===== src/rtl/framebuffer_fill_scheduler.sv =====
// Framebuffer write-port owner: arbitrates a rectangle-fill engine against a
// single-pixel write stream, one registered write per clock.
module framebuffer_fill_scheduler #(
    parameter int LARGEUR = 320,
    parameter int HAUTEUR = 200,
    parameter int ADDR_W  = 16,
    parameter int COLOR_W = 24
) (
    input  logic               horloge,
    input  logic               reset,
    input  logic               cmd_valid,
    output logic               cmd_ready,
    input  logic [8:0]         cmd_x0,
    input  logic [7:0]         cmd_y0,
    input  logic [8:0]         cmd_w,
    input  logic [7:0]         cmd_h,
    input  logic [COLOR_W-1:0] cmd_couleur,
    input  logic               pix_valid,
    output logic               pix_ready,
    input  logic [8:0]         pix_x,
    input  logic [7:0]         pix_y,
    input  logic [COLOR_W-1:0] pix_couleur,
    output logic [ADDR_W-1:0]  addr,
    output logic [COLOR_W-1:0] dout,
    output logic               writeEnable,
    output logic               busy,
    output logic               fill_done
);

    typedef enum logic [1:0] {IDLE, FILL, DONE} state_t;

    localparam logic [9:0]        LARG10 = 10'(LARGEUR);
    localparam logic [9:0]        HAUT10 = 10'(HAUTEUR);
    localparam logic [ADDR_W-1:0] ROW_STEP = ADDR_W'(LARGEUR);

    state_t              state_q, state_d;
    logic                prio_fill_q, prio_fill_d;
    logic [9:0]          x_q, x_d, y_q, y_d;
    logic [9:0]          x0_q, x0_d, x1_q, x1_d, y1_q, y1_d;
    logic [ADDR_W-1:0]   row_q, row_d;
    logic [COLOR_W-1:0]  color_q, color_d;
    logic [ADDR_W-1:0]   addr_q, addr_d;
    logic [COLOR_W-1:0]  dout_q, dout_d;
    logic                we_q, we_d;

    logic [9:0]          sum_x, sum_y;
    logic                cmd_empty, pix_fire, pix_in_range;
    logic [ADDR_W-1:0]   pix_addr;

    // 10-bit sums so an oversized rectangle clips instead of wrapping
    assign sum_x        = {1'b0, cmd_x0} + {1'b0, cmd_w};
    assign sum_y        = {2'b0, cmd_y0} + {2'b0, cmd_h};
    assign cmd_empty    = (cmd_w == 9'd0) || (cmd_h == 8'd0) ||
                          ({1'b0, cmd_x0} >= LARG10) || ({2'b0, cmd_y0} >= HAUT10);
    assign pix_in_range = ({1'b0, pix_x} < LARG10) && ({2'b0, pix_y} < HAUT10);
    assign pix_addr     = ADDR_W'(32'(pix_y) * 32'(LARGEUR) + 32'(pix_x));

    assign cmd_ready   = (state_q == IDLE);
    assign pix_ready   = !reset && ((state_q != FILL) || !prio_fill_q);
    assign pix_fire    = pix_valid && pix_ready;
    assign busy        = (state_q != IDLE);
    assign fill_done   = (state_q == DONE);
    assign addr        = addr_q;
    assign dout        = dout_q;
    assign writeEnable = we_q;

    always_comb begin
        state_d     = state_q;
        prio_fill_d = prio_fill_q;
        x_d         = x_q;
        y_d         = y_q;
        x0_d        = x0_q;
        x1_d        = x1_q;
        y1_d        = y1_q;
        row_d       = row_q;
        color_d     = color_q;
        addr_d      = addr_q;
        dout_d      = dout_q;
        we_d        = 1'b0;

        // Out-of-screen pixels are consumed but never written
        if (pix_fire && pix_in_range) begin
            we_d   = 1'b1;
            addr_d = pix_addr;
            dout_d = pix_couleur;
        end

        case (state_q)
            IDLE: begin
                if (cmd_valid) begin
                    x0_d    = {1'b0, cmd_x0};
                    x_d     = {1'b0, cmd_x0};
                    y_d     = {2'b0, cmd_y0};
                    x1_d    = (sum_x > LARG10) ? LARG10 : sum_x;
                    y1_d    = (sum_y > HAUT10) ? HAUT10 : sum_y;
                    row_d   = ADDR_W'(32'(cmd_y0) * 32'(LARGEUR));
                    color_d = cmd_couleur;
                    state_d = cmd_empty ? DONE : FILL;
                end
            end
            FILL: begin
                if (pix_fire) begin
                    prio_fill_d = 1'b1;
                end else begin
                    prio_fill_d = 1'b0;
                    we_d        = 1'b1;
                    addr_d      = row_q + ADDR_W'(x_q);
                    dout_d      = color_q;
                    if (x_q + 10'd1 == x1_q) begin
                        x_d = x0_q;
                        if (y_q + 10'd1 == y1_q) begin
                            state_d = DONE;
                        end else begin
                            y_d   = y_q + 10'd1;
                            row_d = row_q + ROW_STEP;
                        end
                    end else begin
                        x_d = x_q + 10'd1;
                    end
                end
            end
            DONE: state_d = IDLE;
            default: state_d = IDLE;
        endcase
    end

    always_ff @(posedge horloge) begin
        if (reset) begin
            state_q     <= IDLE;
            prio_fill_q <= 1'b0;
            x_q         <= '0;
            y_q         <= '0;
            x0_q        <= '0;
            x1_q        <= '0;
            y1_q        <= '0;
            row_q       <= '0;
            color_q     <= '0;
            addr_q      <= '0;
            dout_q      <= '0;
            we_q        <= 1'b0;
        end else begin
            state_q     <= state_d;
            prio_fill_q <= prio_fill_d;
            x_q         <= x_d;
            y_q         <= y_d;
            x0_q        <= x0_d;
            x1_q        <= x1_d;
            y1_q        <= y1_d;
            row_q       <= row_d;
            color_q     <= color_d;
            addr_q      <= addr_d;
            dout_q      <= dout_d;
            we_q        <= we_d;
        end
    end

endmodule


===== config.mk =====
export PLATFORM = sky130hd
export DESIGN_NAME = framebuffer_fill_scheduler
export DESIGN_NICKNAME = d
export VERILOG_FILES = /design/src/rtl/framebuffer_fill_scheduler.sv
export SDC_FILE = /design/constraint.sdc
export NUM_CORES = 1
export LEC_CHECK = 0
export CAP_MARGIN = 20
export CORE_MARGIN = 2
export CORE_UTILIZATION = 45
export CTS_CLUSTER_SIZE = 25
export DETAILED_ROUTE_END_ITERATION = 8
export GPL_TIMING_DRIVEN = 0
export HOLD_SLACK_MARGIN = 0.1
export PLACE_DENSITY_LB_ADDON = 0.25
export SLEW_MARGIN = 30
export SYNTH_ARGS = -nofsm -noshare
export SYNTH_HDL_FRONTEND = slang
export SYNTH_SLANG_ARGS = --single-unit

===== constraint.sdc =====
create_clock -name horloge -period 5.65 [get_ports horloge]
set_input_delay 1.13 -clock horloge [delete_from_list [all_inputs] [get_ports horloge]]
set_output_delay 1.13 -clock horloge [all_outputs]
set_load 0.1 [all_outputs]

==> summary.md, run 1 <==
| Metric | Value |
|---|---|
| Nets | 1337 |
| First-pass GRT wire length | 40190 um |
| Hold Vio Cnt, Final | 0 |
| Multi-input gate area | 5263 sq um |
| PwrDens | 330.5 nW/um^2 |
| Worst path cell trace | clkbuf_1 > a21oi_1 > clkdlybuf4s50_1 |
| # rows | 49 |
| Max_cap viols | 0 |
| WP data required | 4520 ps |
| IO Port Bufs | 146 |
| EDFF count, synth | 0 |
| Storage cell area | 2522 sq um |
| Vias | 8248 |
| Post-DP HPWL | 18750 um |
| Routed vias/inst | 5.808 |
| Peak VDD IR | 241.1 uV |
| Total Neg Setup Slack | 0 ps |
| Final wirelength | 25130 um |
| Number of clock sinks | 126 |
| Synthesized area per cell | 8.088 sq um |
| Worst path slowest cell | clkdlybuf4s50_1 |
| Die W | 138.9 um |
| Post-synth net total | 1172 |
| Worst hold slack | 457.1 ps |
| Crit path DAT | 2950 ps |
| Final setup viols | 0 |
| Worst-margin pin slew | 1034 ps |
| Post-Route Skew | 6.812 ps |
| Remaining DRCs | 0 |
| Final min period | 4076 ps |
| Root Driver | clkbuf_16 |
| Area of the mapped netlist | 8193 sq um |
| Max stage delay on crit path | 1210 ps |
| Initial core utilization | 45.76% |
| Hold/Removal Path Class | reg -> reg |
| Layout cell share with drive strength beyond 1 | 5.793% |
| Post-Syn Instances | 1013 |
| Largest net degree at the start of global routing | 17 |
| Crit path max-delay family | buffers and inverters |
| Grt total ovfl | 0 |
| Syn-to-layout area delta | 28.68% |
| Register area share after synthesis | 30.79% |
| Total Power | 3.484 mW |
| Largest area contributor in the netlist | dfxtp_1 |
| H-tree depth | 4 |
| Die footprint | 19300 sq um |
| Fraction of registers with async set/reset | 0% |
| CTS tree | built |
| Wire length per cell | 17.70 um |
| FMAX | 0.2453 GHz |
| Yosys cell types | 79 |
| Num ports | 148 |
| DR iter-0 viols | 656 |
| Clock Tree Buf Depth | 2 |
| Cts hold-fix bufs | 0 |
| RD Place Congestion | 0.9374 |
| Lkg Pwr | 4.032 nW |
| # Post-CTS Setup Buffers | 0 |
| Max Transition Viols Final | 0 |
| Worst slew margin | 30.86% |
| Seq cells post-synth | 126 |
| Count leader, synth | nand2_1 |
| # diodes | 0 |
| Crit end category | primary output |
| CP Max Fanout | 9 |
| Crit path buffers/inverters | 2 |
| Synth area leaders | dfxtp_1 (31%), ha_1 (7.8%), nand2_1 (5.9%) |
| PostCTS Resize Cnt | 0 |
| RSZ-0062 raised after global routing | no |
| Synth warn | 0 |
| TritonRoute pass-1 iters | 5 |
| Fin crit share | 72.15% |
| Top post-synthesis cells by count | nand2_1 (128), dfxtp_1 (126), nor2_1 (97) |
| CP startpoint kind | input pin |
| Cts bufs inserted | 17 |
| CP Class | in -> out |
| Number of fill cells | 1661 |
| Vias in the first global route | 7837 |
| Placeable Area | 17900 sq um |
| Outcome | completed |
| Die Span Y | 138.9 um |
| Initial antenna violation count | 0 |
| Post-DRT Antenna Nets | 0 |
| Worst skew pair latency | 430 ps |
| Post-layout util | 58.89% |
| Top FF cell, synth | dfxtp_1 |
| Gr usage total | 25.76% |
| Reg clk slew, reported paths | 60 ps |
| Top-area cell type share of the netlist area | 30.79% |
## metrics by stage
step / instances / instance area (sq um) / setup slack (ps)
4_1_cts: 1420 / 10540 / 1587
2_1_floorplan: 1013 / 8193 / 1674
3_3_place_gp: 1388 / 9941 / 1278
6_report: 1420 / 10540 / 1574
5_1_grt: 1420 / 10540 / 1271
3_5_place_dp: 1388 / 9936 / 1169
## worst register-to-register path, cell delays in order (launching register included)
cell	delay, ps
dfxtp_1	310
buf_2	200
nand3_1	290
or4_1	610
nand4_1	140
nor4_1	80
a21oi_1	570
buf_2	360
a21oi_1	110
a211oi_1	240
## area by class of cell
type / instances / share of cell area (%)
Clock buffer: 19 / 4.296
Timing Repair Buffer: 146 / 13.81
Inverter: 32 / 1.139
Clock inverter: 13 / 1.460
Buffer: 63 / 2.730
Tap cell: 229 / 2.718
Sequential cell: 126 / 23.93
Multi-Input combinational cell: 792 / 49.92
## cells in the final DEF, fill, tap and decap left out, types with 17 or more instances in the layout
master           instances
o21ai_0                 35
a211oi_1                50
nor3_1                  27
clkdlybuf4s50_1        145
clkbuf_1                43
dfxtp_1                126
nor2_1                  97
inv_1                   31
mux2i_1                 34
xor2_1                  19
ha_1                    51
xnor2_1                 36
nand2_1                128
clkbuf_16               17
a21oi_1                 86
## sequential cells by signal (all words and copies together) (netlist names), 9 cells and up
name     count
row_q       10
color_q     24
x0_q         9
addr        16
x1_q        10
dout        24
y1_q         9
x_q         10
y_q         10
## routing by layer
metal	GRT usage, %	wire, um	vias up
met5	0	0	-
met4	8.347	550	0
met3	4.869	1665	46
met2	41.28	11380	285
met1	35.17	11530	3887
li1	-	-	4030
## cells by family (layout without fill, tap and decap cells)
kind of cell | after synthesis | count (layout) | synth area share [%]
flops | 126 | 126 | 30.79
fa+ha+maj | 57 | 57 | 9.133
buf+inv | 95 | 273 | 4.978
mux | 36 | 36 | 4.429
compound gates | 289 | 289 | 24.31
simple gates | 354 | 354 | 20.20
xor+xnor | 56 | 56 | 6.155
## worst paths after layout
kind	slack, ps	from	depth (start not counted)	to
setup reg to reg	2640	y_q[2]	9	y_q[3]
setup / recovery	1570	reset	3	pix_ready
hold / removal	460	color_q[17]	2	color_q[17]
hold reg to reg	460	color_q[17]	2	color_q[17]
## power breakdown
part           switching [mW]  leakage, nW  internal (mW)
clock                   0.447        0.291          0.681
sequential             0.0855         1.03          0.998
combinational           0.822         2.71          0.451
total                    1.35         4.03           2.13
Power figures use the tool's default switching activity.
==> run 2: changes to the inputs <==
Clock period 5.65 ns to 4.2 ns, I/O delays scaled along.
==> results of run 2 <==
Same layout as run 1 (identical final DEF). Status: completed.
Among the figures that moved: setup slack after placement 1169 ps -> 8.529 ps; setup slack after layout 1574 ps -> 499.4 ps; start point of the critical path reset -> pix_y[1]; end point of the critical path pix_ready -> addr[15]; register-to-register setup slack 2640 ps -> 1190 ps; total power 3.484 mW -> 4.687 mW; worst IR drop on VDD 241.1 uV -> 324.4 uV
